**src/rtl/updown_mod_counter.sv**
```systemverilog
// Up/down modulo counter with wrap/saturate, parallel load,
// registered Gray code and wrap pulse.
module updown_mod_counter #(
  parameter int   p_width      = 8,
  parameter int   p_modulus    = 256,
  parameter int   p_init_value = 0,
  parameter logic p_saturate   = 1'b0
) (
  input  logic               i_clk,
  input  logic               i_reset,
  input  logic               i_ce,
  input  logic               i_up,
  input  logic               i_sclr,
  input  logic               i_load,
  input  logic [p_width-1:0] i_load_value,
  output logic [p_width-1:0] o_count,
  output logic [p_width-1:0] o_count_gray,
  output logic               o_wrap,
  output logic               o_at_max,
  output logic               o_at_min
);

  typedef logic [p_width:0]   ext_t;
  typedef logic [p_width-1:0] cnt_t;

  // Range end kept one bit wider so p_modulus = 2**p_width is exact
  localparam ext_t c_max  = ext_t'(p_modulus - 1);
  localparam cnt_t c_top  = c_max[p_width-1:0];
  localparam cnt_t c_init = cnt_t'(p_init_value);

  cnt_t count_q;
  cnt_t gray_q;
  logic wrap_q;

  cnt_t cnt_d;
  logic wrap_d;

  logic do_sclr;
  logic do_load;
  logic do_up;
  logic do_dn;
  logic is_max;
  logic is_min;
  logic load_gt;

  assign is_max  = ({1'b0, count_q} == c_max);
  assign is_min  = (count_q == '0);
  assign load_gt = ({1'b0, i_load_value} > c_max);

  // One-hot action selects encode the sclr > load > ce priority
  assign do_sclr = i_sclr;
  assign do_load = i_load & ~i_sclr;
  assign do_up   = i_ce & i_up & ~i_load & ~i_sclr;
  assign do_dn   = i_ce & ~i_up & ~i_load & ~i_sclr;

  always_comb begin
    cnt_d  = count_q;
    wrap_d = 1'b0;
    unique case (1'b1)
      do_sclr: cnt_d = c_init;
      do_load: cnt_d = load_gt ? c_top : i_load_value;
      do_up: begin
        if (!is_max) begin
          cnt_d = count_q + cnt_t'(1);
        end else if (!p_saturate) begin
          cnt_d  = '0;
          wrap_d = 1'b1;
        end
      end
      do_dn: begin
        if (!is_min) begin
          cnt_d = count_q - cnt_t'(1);
        end else if (!p_saturate) begin
          cnt_d  = c_top;
          wrap_d = 1'b1;
        end
      end
      default: ;
    endcase
  end

  always_ff @(posedge i_clk or posedge i_reset) begin
    if (i_reset) begin
      count_q <= c_init;
      gray_q  <= c_init ^ (c_init >> 1);
      wrap_q  <= 1'b0;
    end else begin
      count_q <= cnt_d;
      gray_q  <= cnt_d ^ (cnt_d >> 1);
      wrap_q  <= wrap_d;
    end
  end

  assign o_count      = count_q;
  assign o_count_gray = gray_q;
  assign o_wrap       = wrap_q;
  assign o_at_max     = is_max;
  assign o_at_min     = is_min;

endmodule

```
**config.mk**
```make
export PLATFORM = sky130hd
export DESIGN_NAME = updown_mod_counter
export DESIGN_NICKNAME = d
export VERILOG_FILES = /design/src/rtl/updown_mod_counter.sv
export SDC_FILE = /design/constraint.sdc
export NUM_CORES = 1
export LEC_CHECK = 0
export ABC_AREA = 1
export BUFFER_PORTS_ARGS = -buffer_cell sky130_fd_sc_hd__buf_2
export CORE_MARGIN = 10
export CORE_UTILIZATION = 53
export CTS_CLUSTER_DIAMETER = 30
export DETAILED_ROUTE_END_ITERATION = 6
export HOLD_SLACK_MARGIN = 0.1
export PLACE_DENSITY_LB_ADDON = 0.2
export SLEW_MARGIN = 15
export SYNTH_ARGS = -nofsm -noshare
export SYNTH_HDL_FRONTEND = slang
export SYNTH_SLANG_ARGS = --single-unit
```
**constraint.sdc**
```tcl
create_clock -name i_clk -period 2.1 [get_ports i_clk]
set_clock_uncertainty 0.2 [all_clocks]
set_input_delay 0.21 -clock i_clk [delete_from_list [all_inputs] [get_ports i_clk]]
set_output_delay 0.21 -clock i_clk [all_outputs]
set_load 0.005 [all_outputs]
```
==> summary.md, run 1 <==
| Metric | Value |
|---|---|
| Fmax | `between 500 and 600 MHz` |
| Final core occ | `64.6%` |
| Num CTS Buffers | `3` |
| Hold Crit Class | `primary input to flop` |
| CP dominant cell by count | `nand2_1` |
| Max-Cap Viols | `0` |
| Power Dens Cells | `around 560 nW/µm²` |
| 1st-pass router iterations | `4` |
| Clk buf depth | `2` |
| Area leader, netlist | `dfrtp_1` |
| Worst-margin pin slew | `between 500 and 600 ps` |
| Yosys top cell area share | `approximately 30%` |
| Total net switching power | `approximately 0.31 mW` |
| Final Hold Viols | `0` |
| Status | `completed` |
| Via count of the first global-routing pass | `around 1400` |
| Seq/Total Area, Yosys | `between 30% and 40%` |
| Post-route ant nets | `0` |
| Total GRT Usage | `14.7%` |
| CP max stage delay | `520 ps` |
| Peak VDD IR | `0.534 mV` |
| Setup repair after global routing missed its margin | `false` |
| Warnings from Yosys | `0` |
| Setup-failing EPs final | `0` |
| Worst-path clk slew | `approximately 100 ps` |
| Largest net degree at the start of global routing | `17` |
| Share of total power in the clock network | `a little under a quarter` |
| Count of different cell masters after synthesis | `27` |
| Post-Route Setup TNS | `0 ps` |
| Gate Count Post-Synth | `between 200 and 250` |
| WP data required | `~2100 ps` |
| WS Path Type | `primary input to flop` |
| Mean Syn Cell Area | `6.51 µm²` |
| FF+latch count, synth | `16` |
| TritonCTS Sinks | `16` |
| Boundary Pins | `33` |
| DIE HEIGHT | `roughly 70 µm` |
| Drt initial violations | `80` |
| Final Critical Period | `around 1900 ps` |
| First-pass GRT wire length | `between 6000 and 7000 µm` |
| Sequential share of power | `43.2%` |
| Starting Density | `between 50% and 60%` |
| Die area | `between 4000 and 5000 µm²` |
| Final GP Congestion | `0.929` |
| Net Sw Frac | `a little over a third` |
| Routed WL per cell | `approximately 13 µm` |
| TritonCTS clock tree | `done` |
| Syn_nets | `221` |
| H-tree Lvls | `1` |
| Area Growth Syn to Fin | `18.3%` |
| Crit share post-route | `between 90% and 100%` |
| Critical Path Slowest Stage Cell | `dlygate4sd3_1` |
| Fin. max-slew vios | `0` |
| Tot Pwr | `between 0.8 and 0.9 mW` |
| Initial antenna violation count | `0` |
| Crit path cell chain | `dlygate4sd3_1 -> buf_2 -> inv_1 -> nand2_2 -> inv_2 -> nor3_1 -> nand2_1 -> o21ai_1 -> inv_2 -> nand2_1 -> nand2_1` |
| DP HPWL | `between 2000 and 3000 µm` |
| Share of cells above drive strength 1 | `between 20 and 25%` |
| Crit path launch type | `primary input` |
| Die X | `~70 µm` |
| Clk_lat worst skew | `290 ps` |
| Relative slew slack | `slightly above 60%` |
| Final wirelength | `between 3000 and 4000 µm` |
| Port Buffers | `32` |
| Synthesized area | `1330 µm²` |
| Antenna diodes | `0` |
| Arrival time worst endpoint | `around 1900 ps` |
| Combinational power share | `33.7%` |
| Nets | `approximately 260` |
| Kind of end point of the critical path | `flop` |
| Ranking of synthesized cells by area | `dfrtp_1, nand2_1, nand3_1, inv_1, nor2_1` |
| Root Driver | `clkbuf_4` |
| Pleak | `0.932 nW` |
| Core area | `around 2400 µm²` |
| Via count | `1369` |
| Standard-cell rows | `18` |
| Vias per inst | `between 5 and 6` |
| Cell Int Power | `~0.57 mW` |
| DR DRC count | `0` |
| Overflow after GRT | `0` |
| Max Fanout on Critical Path | `11` |
| Filler cells | `about 250` |
-- cell usage after synthesis --
cell / n
nor3b_1: 1
nand4_1: 4
nand3_2: 1
nor2_4: 4
inv_1: 21
xor2_1: 2
nand3b_4: 1
ha_1: 3
inv_2: 5
buf_6: 3
nand3_1: 20
nor3_1: 2
nand2_4: 1
nand2_1: 80
buf_4: 2
dfrtp_1: 16
a21oi_1: 3
clkinv_1: 1
o21ai_1: 1
nor2_1: 15
nor2_2: 4
nand2_2: 3
o21bai_1: 2
o21ai_2: 1
a21oi_2: 1
o21ai_0: 5
nand3b_1: 2
-- path summary, 6_finish.rpt --
path / from / end / slack (ps) / cells past startpoint
max reg2reg: o_count[0] / o_count_gray[6] / 230 / 11
max: i_ce / o_count_gray[1] / 170 / 11
min in group asynchronous: i_reset / o_count_gray[6] / 310 / 3
min: i_up / o_wrap / 100 / 3
max in group asynchronous: i_reset / o_count[1] / 990 / 3
min reg2reg: o_count[0] / o_count[0] / 490 / 2
-- metrics by stage --
step | cell area (µm²) | hold slack [ps] | cells | worst slack (ps)
after floorplan | 1330 | -76.3 | 204 | 374
after global placement | 1480 | 92.6 | 262 | 241
after detailed placement | 1480 | 110 | 262 | 184
after CTS | 1570 | 102 | 271 | 156
after global routing | 1570 | 135 | 271 | 31.7
final | 1570 | 98.4 | 271 | 169
-- critical path, delay by kind of cell --
family / cells / cell delay, ps
AOI/OAI and AO/OA: 1 / 160
and+or+nand+nor: 5 / 600
buffers and inverters: 5 / 920
-- power groups by stage --
stage	registers (mW)	clock network, mW	logic [mW]
finish	0.381	0.204	0.297
floorplan	0.376	0	0.211
CTS	0.380	0.207	0.300
detailed placement	0.385	0	0.292
global placement	0.386	0	0.289
global route	0.386	0.226	0.345
-- area by class of cell --
class	instances	area, µm²	share of cell area [%]
clock buffer	4	36.3	2.31
inverter	27	101	6.45
multi-input combinational	156	777	49.5
sequential	16	400	25.5
tap	30	37.5	2.39
timing repair buffer	38	218	13.9
-- routing by layer --
layer  share of wire (%)  global-route usage (%)
met4                 1.8                    6.36
met2                  47                    23.9
met1                  43                    17.4
met5                   0                       0
met3                 7.7                    4.66
-- cells in the final DEF (no fill, tap or decap), drive strengths merged, types with 2 or more instances in the layout --
master / instances
nand3b: 3
clkbuf: 4
buf: 33
a21oi: 4
ha: 3
nor3: 2
o21ai: 7
dlygate4sd3: 5
xor2: 2
inv: 26
nand3: 21
nor2: 23
nand2: 84
nand4: 4
dfrtp: 16
o21bai: 2
-- sequential cells by signal (all words and copies together) (netlist names) --
register      count
o_wrap            1
o_count           8
o_count_gray      7
-- logic make-up (layout without fill, tap and decap cells) --
kind of cell,Yosys count,in the layout,synth area share [%]
AND/OR/NAND/NOR,138,138,48.5
buffers and inverters,32,69,11.3
flip-flops,16,16,30.2
AO/OA/AOI/OAI,13,13,5.84
adder cells (fa/ha/maj),3,3,2.83
XOR/XNOR,2,2,1.32
-- timing repair --
action | 4_1_cts | 5_1_grt
setup buffers | 0 | 0
setup endpoints to repair | 0 | 1
gates resized for setup | 0 | 2
hold endpoints to repair | 21 | 0
hold buffers | 5 | 0
Power figures use the tool's default switching activity.
==> run 2: changes to the inputs <==
REMOVE_ABC_BUFFERS = 1   (was unset)
==> summary.md, run 2 (synthesis results as in run 1) <==
| Metric | Value |
|---|---|
| Total net switching power | `around 0.32 mW` |
| Die X | `roughly 70 µm` |
| Final Critical Period | `between 2000 and 2500 ps` |
| Num CTS Buffers | `3` |
| Total GRT Usage | `around 14%` |
| Most frequent cells in the layout | `nand2_1, buf_2, inv_1` |
| Crit path cell chain | `inv_1 -> ha_1 -> nand3_1 -> nor2_2 -> buf_2` |
| Arrival time worst endpoint | `1600 ps` |
| Worst-margin pin slew | `about 600 ps` |
| Overflow after GRT | `0` |
| Largest delay share family, worst path | `flip-flops` |
| Initial antenna violation count | `0` |
| Final wirelength | `3420 µm` |
| Worst hold path startpoint | `i_ce` |
| Setup-failing EPs final | `0` |
| WS Path Type | `flop to output pin` |
| Share of total power in the clock network | `23.7%` |
| Fin. max-slew vios | `0` |
| Via count | `about 1400` |
| Nets | `257` |
| Power Dens Cells | `between 500 and 600 nW/µm²` |
| Routed WL per cell | `12.7 µm` |
| R2r startpoint | `o_count[0]` |
| WP data required | `between 1500 and 2000 ps` |
| Kind of end point of the critical path | `output pin` |
| Critical Path Slowest Stage Cell | `dfrtp_1` |
| TritonCTS clock tree | `done` |
| Max Fanout on Critical Path | `6` |
| H-tree Lvls | `1` |
| Setup repair after global routing missed its margin | `false` |
| Fin Hold WS | `roughly 130 ps` |
| Drt initial violations | `66` |
| Port Buffers | `32` |
| Cell Int Power | `0.565 mW` |
| Via count of the first global-routing pass | `around 1300` |
| Root Driver | `clkbuf_4` |
| Post-Route Setup TNS | `0 ps` |
| Net Sw Frac | `between 30 and 40%` |
| CP max stage delay | `~460 ps` |
| Worst-path clk slew | `about 90 ps` |
| Area Growth Syn to Fin | `17.0%` |
| Worst setup path startpoint | `o_count[0]` |
| TritonCTS Sinks | `16` |
| DP HPWL | `~2800 µm` |
| Boundary Pins | `33` |
| Final Hold Viols | `0` |
| DR DRC count | `0` |
| Crit path launch type | `flop` |
| Peak VDD IR | `a little over 0.4 mV` |
| Post-route ant nets | `0` |
| Pleak | `0.923 nW` |
| Post-cts sizing count | `0` |
| Commonest non-fill, non-tap cell in the layout | `nand2_1` |
| Clk_lat worst skew | `around 300 ps` |
| Largest net degree at the start of global routing | `17` |
| Core area | `about 2400 µm²` |
| Filler cells | `243` |
| Status | `completed` |
| Share of cells above drive strength 1 | `about a quarter` |
| Antenna diodes | `0` |
| Hold Crit Class | `primary input to flop` |
| Relative slew slack | `59.9%` |
| Vias per inst | `5.04` |
| Die area | `about 4900 µm²` |
| Max-Cap Viols | `0` |
| Max reg flops | `8` |
| Setup bufs post-CTS | `0` |
| Bufs and invs on worst path | `2` |
| Sequential share of power | `~44%` |
| 1st-pass router iterations | `5` |
| Starting Density | `around 55%` |
| Final core occ | `between 60% and 70%` |
| Crit share post-route | `between 90% and 100%` |
| Clk buf depth | `2` |
| Final GP Congestion | `approximately 0.93` |
| Fmax | `between 400 and 500 MHz` |
| DIE HEIGHT | `between 70 and 80 µm` |
| First-pass GRT wire length | `between 5000 and 6000 µm` |
| Standard-cell rows | `18` |
| Combinational power share | `around 33%` |
| Post-CTS Hold Fix Bufs | `4` |
[run 2: final timing paths]
check                                        to  slack, ps  depth (start not counted)
worst max-delay path                   o_at_min         90                          5
worst min-delay path                     o_wrap        130                          3
worst max register to register  o_count_gray[0]        150                         11
worst min register to register       o_count[7]        490                          2
max in group asynchronous       o_count_gray[0]       1000                          3
min in group asynchronous       o_count_gray[4]        310                          3
[run 2: layout make-up]
type	count	area, µm²	share of cell area [%]
Timing Repair Buffer	36	200	12.9
Sequential cell	16	400	25.8
Inverter	27	101	6.53
Multi-Input combinational cell	156	777	50.0
Tap cell	30	37.5	2.42
Clock buffer	4	36.3	2.34
[run 2: through the flow]
step	power (mW)	area (µm²)	setup WS, ps	std cells
after floorplan	0.571	1280	372	199
after detailed placement	0.675	1480	189	261
final	0.881	1550	92.8	269
after CTS	0.885	1550	115	269
after global placement	0.672	1480	201	261
after global routing	0.954	1550	7.81	269
[run 2: tightest hold or removal path: cells and delay by family]
kind,cells,cell delay [ps]
AOI/OAI and AO/OA,1,120
and+or+nand+nor,1,120
buffers and inverters,1,130
[run 2: power by group through the flow]
stage,Combinational [mW],Sequential (mW),Clock (mW)
2_1_floorplan,0.184,0.387,0
6_report,0.289,0.384,0.208
5_1_grt,0.334,0.391,0.229
3_5_place_dp,0.286,0.390,0
3_3_place_gp,0.283,0.389,0
4_1_cts,0.292,0.384,0.209
[run 2: layer usage]
layer	part of all wire [%]	vias to the layer above	GRT usage (%)
li1	-	710	-
met1	45	583	16.9
met2	45	57	22.6
met3	7.8	7	4.24
met4	2.0	0	6.58
met5	0	-	0
